**config.mk**
```make
export PLATFORM = sky130hd
export DESIGN_NAME = rv16_div_unit
export DESIGN_NICKNAME = d
export VERILOG_FILES = /design/src/rtl/rv16_div_unit.sv
export SDC_FILE = /design/constraint.sdc
export NUM_CORES = 1
export LEC_CHECK = 0
export ABC_AREA = 1
export CAP_MARGIN = 20
export CORE_UTILIZATION = 65
export DETAILED_ROUTE_END_ITERATION = 8
export PLACE_DENSITY = 0.88
export RECOVER_POWER = 100
export SYNTH_ARGS = -nofsm -noshare
export SYNTH_HDL_FRONTEND = slang
export SYNTH_SLANG_ARGS = --single-unit
```
**constraint.sdc**
```tcl
create_clock -name clk -period 8.09 [get_ports clk]
set_input_delay 1.2135 -clock clk [delete_from_list [all_inputs] [get_ports clk]]
set_output_delay 1.2135 -clock clk [all_outputs]
set_load 0.05 [all_outputs]
```
**src/rtl/rv16_div_unit.sv**
```systemverilog
// rv16_div_unit: iterative restoring radix-2 divider for the RV16 M-extension
// path (DIV, DIVU, REM, REMU). One quotient bit is produced per clock; divide
// by zero and signed overflow bypass the iteration and complete in two cycles.
//
// Handshake (start/busy/done):
//   start is sampled only while the FSM is IDLE; the operands and op are
//   captured on that edge and busy rises. While busy is high, start is ignored.
//   done pulses for exactly one cycle on the edge that updates result and
//   drops busy. result holds its value until the next completion. A start
//   presented in the cycle done is high is accepted on the following edge.
module rv16_div_unit #(
    parameter int WIDTH = 32
) (
    input  logic             clk,
    input  logic             rst,
    input  logic             start,
    input  logic [1:0]       op,
    input  logic [WIDTH-1:0] op_a,
    input  logic [WIDTH-1:0] op_b,
    output logic [WIDTH-1:0] result,
    output logic             done,
    output logic             busy,
    output logic [1:0]       fsm_state
);

    localparam logic [1:0] S_IDLE = 2'd0;
    localparam logic [1:0] S_CALC = 2'd1;
    localparam logic [1:0] S_FIX  = 2'd2;

    localparam int CW = $clog2(WIDTH) + 1;
    localparam logic [CW-1:0] LAST_ITER = CW'(WIDTH - 1);
    localparam logic [WIDTH-1:0] MIN_INT = {1'b1, {(WIDTH-1){1'b0}}};

    logic [1:0]       state;
    logic [WIDTH-1:0] quo;        // dividend shifting out, quotient shifting in
    logic [WIDTH-1:0] rem;        // partial remainder; always < divisor between steps
    logic [WIDTH-1:0] divisor;    // |b|
    logic [CW-1:0]    cnt;
    logic             neg_q;
    logic             neg_r;
    logic             special;    // preset values in quo/rem are final, no sign fix
    logic             sel_rem;    // REM/REMU selects the remainder

    // Operand conditioning for the capture edge
    logic             signed_op;
    logic             a_neg;
    logic             b_neg;
    logic [WIDTH-1:0] a_abs;
    logic [WIDTH-1:0] b_abs;
    logic             div_zero;
    logic             sgn_ovf;

    // Datapath for one iteration and for the final sign fix
    logic [WIDTH:0]   shifted;
    logic [WIDTH:0]   trial;
    logic [WIDTH-1:0] q_fix;
    logic [WIDTH-1:0] r_fix;

    assign fsm_state = state;

    // Operand absolute values and special-case detection from the live inputs
    always_comb begin
        signed_op = ~op[0];
        a_neg     = signed_op & op_a[WIDTH-1];
        b_neg     = signed_op & op_b[WIDTH-1];
        a_abs     = a_neg ? (~op_a + 1'b1) : op_a;
        b_abs     = b_neg ? (~op_b + 1'b1) : op_b;
        div_zero  = (op_b == '0);
        sgn_ovf   = signed_op && (op_a == MIN_INT) && (op_b == '1);
    end

    // Restoring step: shift the next dividend bit in and try to subtract |b|.
    // When the trial goes negative the shifted value is below |b|, so its top
    // bit is zero and the remainder still fits in WIDTH bits.
    always_comb begin
        shifted = {rem, quo[WIDTH-1]};
        trial   = shifted - {1'b0, divisor};
        q_fix   = (neg_q && !special) ? (~quo + 1'b1) : quo;
        r_fix   = (neg_r && !special) ? (~rem + 1'b1) : rem;
    end

    // Control FSM and datapath registers
    always_ff @(posedge clk or posedge rst) begin
        if (rst) begin
            state   <= S_IDLE;
            quo     <= '0;
            rem     <= '0;
            divisor <= '0;
            cnt     <= '0;
            neg_q   <= 1'b0;
            neg_r   <= 1'b0;
            special <= 1'b0;
            sel_rem <= 1'b0;
            result  <= '0;
            done    <= 1'b0;
            busy    <= 1'b0;
        end else begin
            done <= 1'b0;
            case (state)
                S_IDLE: begin
                    if (start) begin
                        sel_rem <= op[1];
                        busy    <= 1'b1;
                        cnt     <= '0;
                        divisor <= b_abs;
                        neg_q   <= a_neg ^ b_neg;
                        neg_r   <= a_neg;
                        if (div_zero) begin
                            quo     <= '1;
                            rem     <= op_a;
                            special <= 1'b1;
                            state   <= S_FIX;
                        end else if (sgn_ovf) begin
                            quo     <= MIN_INT;
                            rem     <= '0;
                            special <= 1'b1;
                            state   <= S_FIX;
                        end else begin
                            quo     <= a_abs;
                            rem     <= '0;
                            special <= 1'b0;
                            state   <= S_CALC;
                        end
                    end
                end
                S_CALC: begin
                    if (!trial[WIDTH]) begin
                        rem <= trial[WIDTH-1:0];
                        quo <= {quo[WIDTH-2:0], 1'b1};
                    end else begin
                        rem <= shifted[WIDTH-1:0];
                        quo <= {quo[WIDTH-2:0], 1'b0};
                    end
                    cnt <= cnt + 1'b1;
                    if (cnt == LAST_ITER) begin
                        state <= S_FIX;
                    end
                end
                S_FIX: begin
                    result <= sel_rem ? r_fix : q_fix;
                    done   <= 1'b1;
                    busy   <= 1'b0;
                    state  <= S_IDLE;
                end
                default: begin
                    state <= S_IDLE;
                    busy  <= 1'b0;
                end
            endcase
        end
    end

endmodule

```
==> flow_summary.toml, run 1 <==
[setup_path]
startpoint = "rst"
critPathKind = "primary input to asynchronous set/reset pin"
path_buf_inv = 3
slowest_stage = "clkinvlp_2"
crit_family = "buffers and inverters"
cp.arrival_ps = 5300
start_kind = "primary input"
path_cells = "dlygate4sd3_1 > clkinvlp_2 > clkbuf_2"
cp-end-kind = "asynchronous set/reset pin"
cpPeakStageDelay_ps = 1890
r2r-start = "fsm_state[0]"
crit_fanout = 74
cp.required_ps = 8320

[power_and_ir_drop]
p_leak_nw = 7.53
ir_worst_vdd_v = 0.000423
powerDensity_nw_per_um2 = 506

[grt]
grt_pass1_wl_um = 71000
first_global_vias = 13500
antenna_found_initial = 0
grt_max_degree = 75
gr-total-overflow = 0
track_usage = 0.456

[clock_tree]
post_cts_buffers = 0
htreeDepth = 4
clk_latency_ps = 450
cts_hold_buf = 0
cts-buffers-inserted = 17
post_cts_resized = 0
cts_tree = "built"
clockBufferDepth = 2
clock-sinks = 142
cts_root_buf = "clkbuf_16"
clkSlewWorstSetupHoldPaths_ps = 70

[die]
die_y_um = 144
floorplan.initialDensity = 0.667
die_area_um2 = 20800
fp-row-count = 51
die_x_um = 144
ios = 105
core_um2 = 19700

[logic_synthesis]
synth.area.top_cells = "dfrtp_1, nand2_1, inv_1, nand3_1, nor2_1"
syn-num-nets = 2313
yosys_warnings = 0
ys_seq_area_frac = 0.271
synth_largest_area_cell = "dfrtp_1"
syn_avg_cell_area_um2 = 5.95
syn-cell-area_um2 = 13100
synthCells = 2205
synth_seq_cells = 142
synth_top_area_share = 0.271
yosysUniqueCellTypes = 45

[sta]
min_period_ps = 5070
worst_pin_slew_ps = 3400
fmax_mhz = 197
setup_viol_count_final = 0
final.period_utilization = 0.626
slew_violations = 257
rsz0062_at_grt = "no"
max-slew-margin-rel = -1.28
skew_ps = 17.1
hold_viol_final = 0
fin_tns_setup_ps = 0

[layout]
layout_common_cells = "nand2_1, inv_1, nor2_1"
nNetsFinal = 2377
seq_area_um2 = 3550
fill_cells = 1688
area_delta_synth_final_pct = 12.8
final_common_cell = "nand2_1"
antennaDiodeCount = 0
multi_input_area_um2 = 7950
layout-drive-gt1-share = 0.0390
design_area_um2 = 14800

[detailed_routing]
dr_total_vias = 15400
drc = 0
routed_wl_um = 46600
dr.pass1.iters = 9
drtIter0Drc = 2465
ant_nets = 0
routed_via_density = 6.06
wl_per_cell_um = 18.3

[placement]
dpl_cell_area_um2 = 14300
portBuffers = 104
gp_congestion = 1.09
place.detailed.hpwl_um = 35700

[min_path]
hold_path.class = "flop to flop"
hp-start = "result[16]"

[run_status]
violations = "capacitance limit, slew limit"
status = "finished with violations"

[flow_run]
drv_cap = 4
cells by family after synthesis:
group / count (synthesis) / synth area share
AO/OA/AOI/OAI: 315 / 0.131
XOR/XNOR: 56 / 0.0374
adder cells (fa/ha/maj): 39 / 0.0378
buffers and inverters: 416 / 0.124
flip-flops: 142 / 0.271
AND/OR/NAND/NOR: 1237 / 0.399
synthesized netlist by cell type, drive strengths merged:
master and instances:
nand2 657, inv 344, nor2 275, nand3 219, dfrtp 142, o21ai 134
a21oi 129, xor2 50, clkbuf 40, ha 38, nand4 34, buf 29
nor3 29, a31oi 28, nor4 10, a22oi 9, nand3b 8, xnor2 6
o31ai 5, o211ai 4, clkinv 3, a21o 2, and2 2, o22ai 2
or2 2, a22o 1, fa 1, o21bai 1, or3 1
metal layers:
layer | share of wire | wire [µm] | vias up | global-route usage
li1 | - | - | 7160 | -
met4 | 0.048 | 2240 | 0 | 0.196
met2 | 0.42 | 19500 | 1144 | 0.677
met3 | 0.14 | 6460 | 210 | 0.125
met1 | 0.40 | 18400 | 6916 | 0.619
met5 | 0 | 0 | - | 0
final timing paths:
kind                            depth (start not counted)  slack [ps]         end
worst max-delay path                                    3        3020      cnt[1]
worst min-delay path                                    2         480  result[16]
worst max register to register                         11        3850     quo[25]
worst min register to register                          2         480  result[16]
max in group clk                                       10        3270     rem[31]
min in group asynchronous                               2        2220  divisor[1]
final cells by class:
cell class	count	area share
multi-input cells	1647	0.537
flip-flops and latches	142	0.240
inverters	347	0.0882
repair buffers	114	0.0745
clock buffers	17	0.0288
well taps	265	0.0224
clock inverters	14	0.00880
tightest hold or removal path, stage by stage, from the launching register on:
cell and delay, ps:
dfrtp_1 340, nand2_1 50, nand2_1 50
state kept, by name, indices dropped and copies added, names as in the netlist, 2 cells and up:
| name | count |
|---|---|
| cnt | 6 |
| divisor | 32 |
| fsm_state | 2 |
| quo | 32 |
| rem | 32 |
| result | 32 |
stage by stage:
step	utilization	hold slack [ps]	std cells	setup WS, ps	total power, mW
after global routing	0.753	496	2546	2320	8.05
after detailed placement	0.726	464	2515	4170	6.51
after global placement	0.726	464	2515	4290	6.35
final	0.753	479	2546	3020	7.49
after CTS	0.754	483	2546	4590	7.32
after floorplan	-	449	2205	3070	5.11
where the power goes:
group          switching (mW)  internal, mW  total [mW]
Combinational            3.63          1.58        5.22
Clock                   0.364         0.401       0.765
Sequential              0.430          1.08        1.51
No activity file was read; power rests on OpenSTA's default activity.
==> run 2, diff against run 1 <==
Settings changed: CORE_UTILIZATION 65 to 60, PLACE_DENSITY 0.88 to 0.82.
Clock period 8.09 ns to 5.3 ns, I/O delays scaled along.
==> run 2 against run 1 <==
  * Flip-flop and latch count is the same
  * Routed wire length shrank 0.19%
  * The run still ends with capacitance limit, slew limit left
  * Non-clock buffer count grew 2
  * Register-to-register slack lost 2500 ps
  * Via count shrank 2.2%
  * Largest power group unchanged
  * Global-route usage shrank 3.5 points
  * Highest routed layer unchanged
==> flow_summary.toml, run 2 (synthesis results as in run 1) <==
[setup_path]
cp.required_ps = 5620
cp-end-kind = "flop"
crit_fanout = 42
worst-path-stages = 6
r2r_cells = 6
r2r-start = "sel_rem"
startpoint = "sel_rem"
cp.arrival_ps = 4230
critPathKind = "flop to flop"
path_buf_inv = 2
path_cells = "clkbuf_1 > inv_1 > a21oi_1 > o21ai_0 > nand3_1 > nand2_1"
crit_path_end = "result[27]"
slowest_stage = "clkbuf_1"
start_kind = "flop"
rrSetupSlack_ps = 1390
crit_family = "buffers and inverters"
cpPeakStageDelay_ps = 1460
worstReg2RegEnd = "result[27]"

[sta]
rsz0062_at_grt = "no"
max-slew-margin-rel = -0.706
postLayoutSetupSlackWorst_ps = 1390
min_period_ps = 3910
fmax_mhz = 256
fin_tns_setup_ps = 0
worst_pin_slew_ps = 2540
setup_viol_count_final = 0
final.period_utilization = 0.738
hold_viol_final = 0
slew_violations = 139
skew_ps = 17.1

[grt]
antenna_found_initial = 0
first_global_vias = 13400
gr-total-overflow = 0
grt_pass1_wl_um = 71700
track_usage = 0.421
grt_max_degree = 64

[power_and_ir_drop]
power_switching_mw = 6.65
ir_worst_vdd_v = 0.000428
powerDensity_nw_per_um2 = 765
internal-power_mw = 4.69
clkPwrFrac = 0.107
p_seq_frac = 0.200
swShare = 0.586
p_leak_nw = 7.56
p_comb_frac = 0.693

[detailed_routing]
wl_per_cell_um = 18.2
drc = 0
ant_nets = 0
dr_total_vias = 15100
routed_wl_um = 46500
routed_via_density = 5.90
dr.pass1.iters = 6
drtIter0Drc = 1960

[layout]
final_common_cell = "nand2_1"
design_area_um2 = 14800
multi_input_area_um2 = 7930
antennaDiodeCount = 0
area_delta_synth_final_pct = 13.0
fill_cells = 1943
finalNonFillerCells = 2559
nNetsFinal = 2379
layout-drive-gt1-share = 0.0390
layout_common_cells = "nand2_1, inv_1, nor2_1"
seq_area_um2 = 3550

[flow_run]
drv_cap = 3

[clock_tree]
cts_root_buf = "clkbuf_16"
post_cts_resized = 0
clockBufferDepth = 2
cts_tree = "built"
cts-buffers-inserted = 17
htreeDepth = 4
post_cts_buffers = 0
cts_hold_buf = 0
clkSlewWorstSetupHoldPaths_ps = 70
clock-sinks = 142
clk_latency_ps = 440

[die]
floorplan.initialDensity = 0.618
die_y_um = 150
die_x_um = 150
ios = 105
core_um2 = 21200
die_area_um2 = 22500
fp-row-count = 53

[placement]
place.detailed.hpwl_um = 36200
post-place-cells = 2527
portBuffers = 104
gp_congestion = 1.03
dpl_cell_area_um2 = 14300
post-place-ws_ps = 1610

[run_status]
status = "finished with violations"
violations = "capacitance limit, slew limit"

[min_path]
hold_path.class = "flop to flop"
run 2: worst min-delay path, stage by stage (launching register included):
cell and delay [ps]:
dfrtp_1 340, nand2_1 50, nand2_1 60
run 2: how the worst min path moves through the flow:
stage	startpoint	depth (start not counted)	slack, ps	to
6_report	result[28]	2	480	result[28]
5_1_grt	busy	2	510	busy
4_1_cts	result[29]	2	490	result[29]
3_5_place_dp	result[29]	2	470	result[29]
3_3_place_gp	result[29]	2	460	result[29]
2_1_floorplan	divisor[30]	2	450	divisor[30]
run 2: per-stage QoR:
stage | total power, mW | hold slack [ps] | utilization
final | 11.3 | 480 | 0.698
after global routing | 12.2 | 505 | 0.698
after CTS | 11.2 | 490 | 0.701
after detailed placement | 9.93 | 472 | 0.674
after global placement | 9.73 | 463 | 0.674
after floorplan | 7.81 | 449 | -
run 2: metal layers:
metal	wire (µm)	GRT usage	vias up
met5	0	0	-
met4	1910	0.164	0
met3	5700	0.0963	135
met2	19600	0.619	897
met1	19300	0.595	6896
li1	-	-	7158
run 2: cell type report:
type                       count  share of cell area
multi-input combinational   1647               0.535
sequential                   142               0.240
inverter                     347              0.0880
timing repair buffer         116              0.0752
clock buffer                  18              0.0296
tap                          275              0.0232
clock inverter                14             0.00945
run 2: power by group through the flow:
stage | registers [mW] | clock network, mW | logic [mW]
floorplan | 2.46 | 0 | 5.35
global placement | 2.22 | 0 | 7.50
detailed placement | 2.24 | 0 | 7.68
CTS | 2.23 | 1.21 | 7.75
global route | 2.31 | 1.26 | 8.68
finish | 2.27 | 1.21 | 7.86
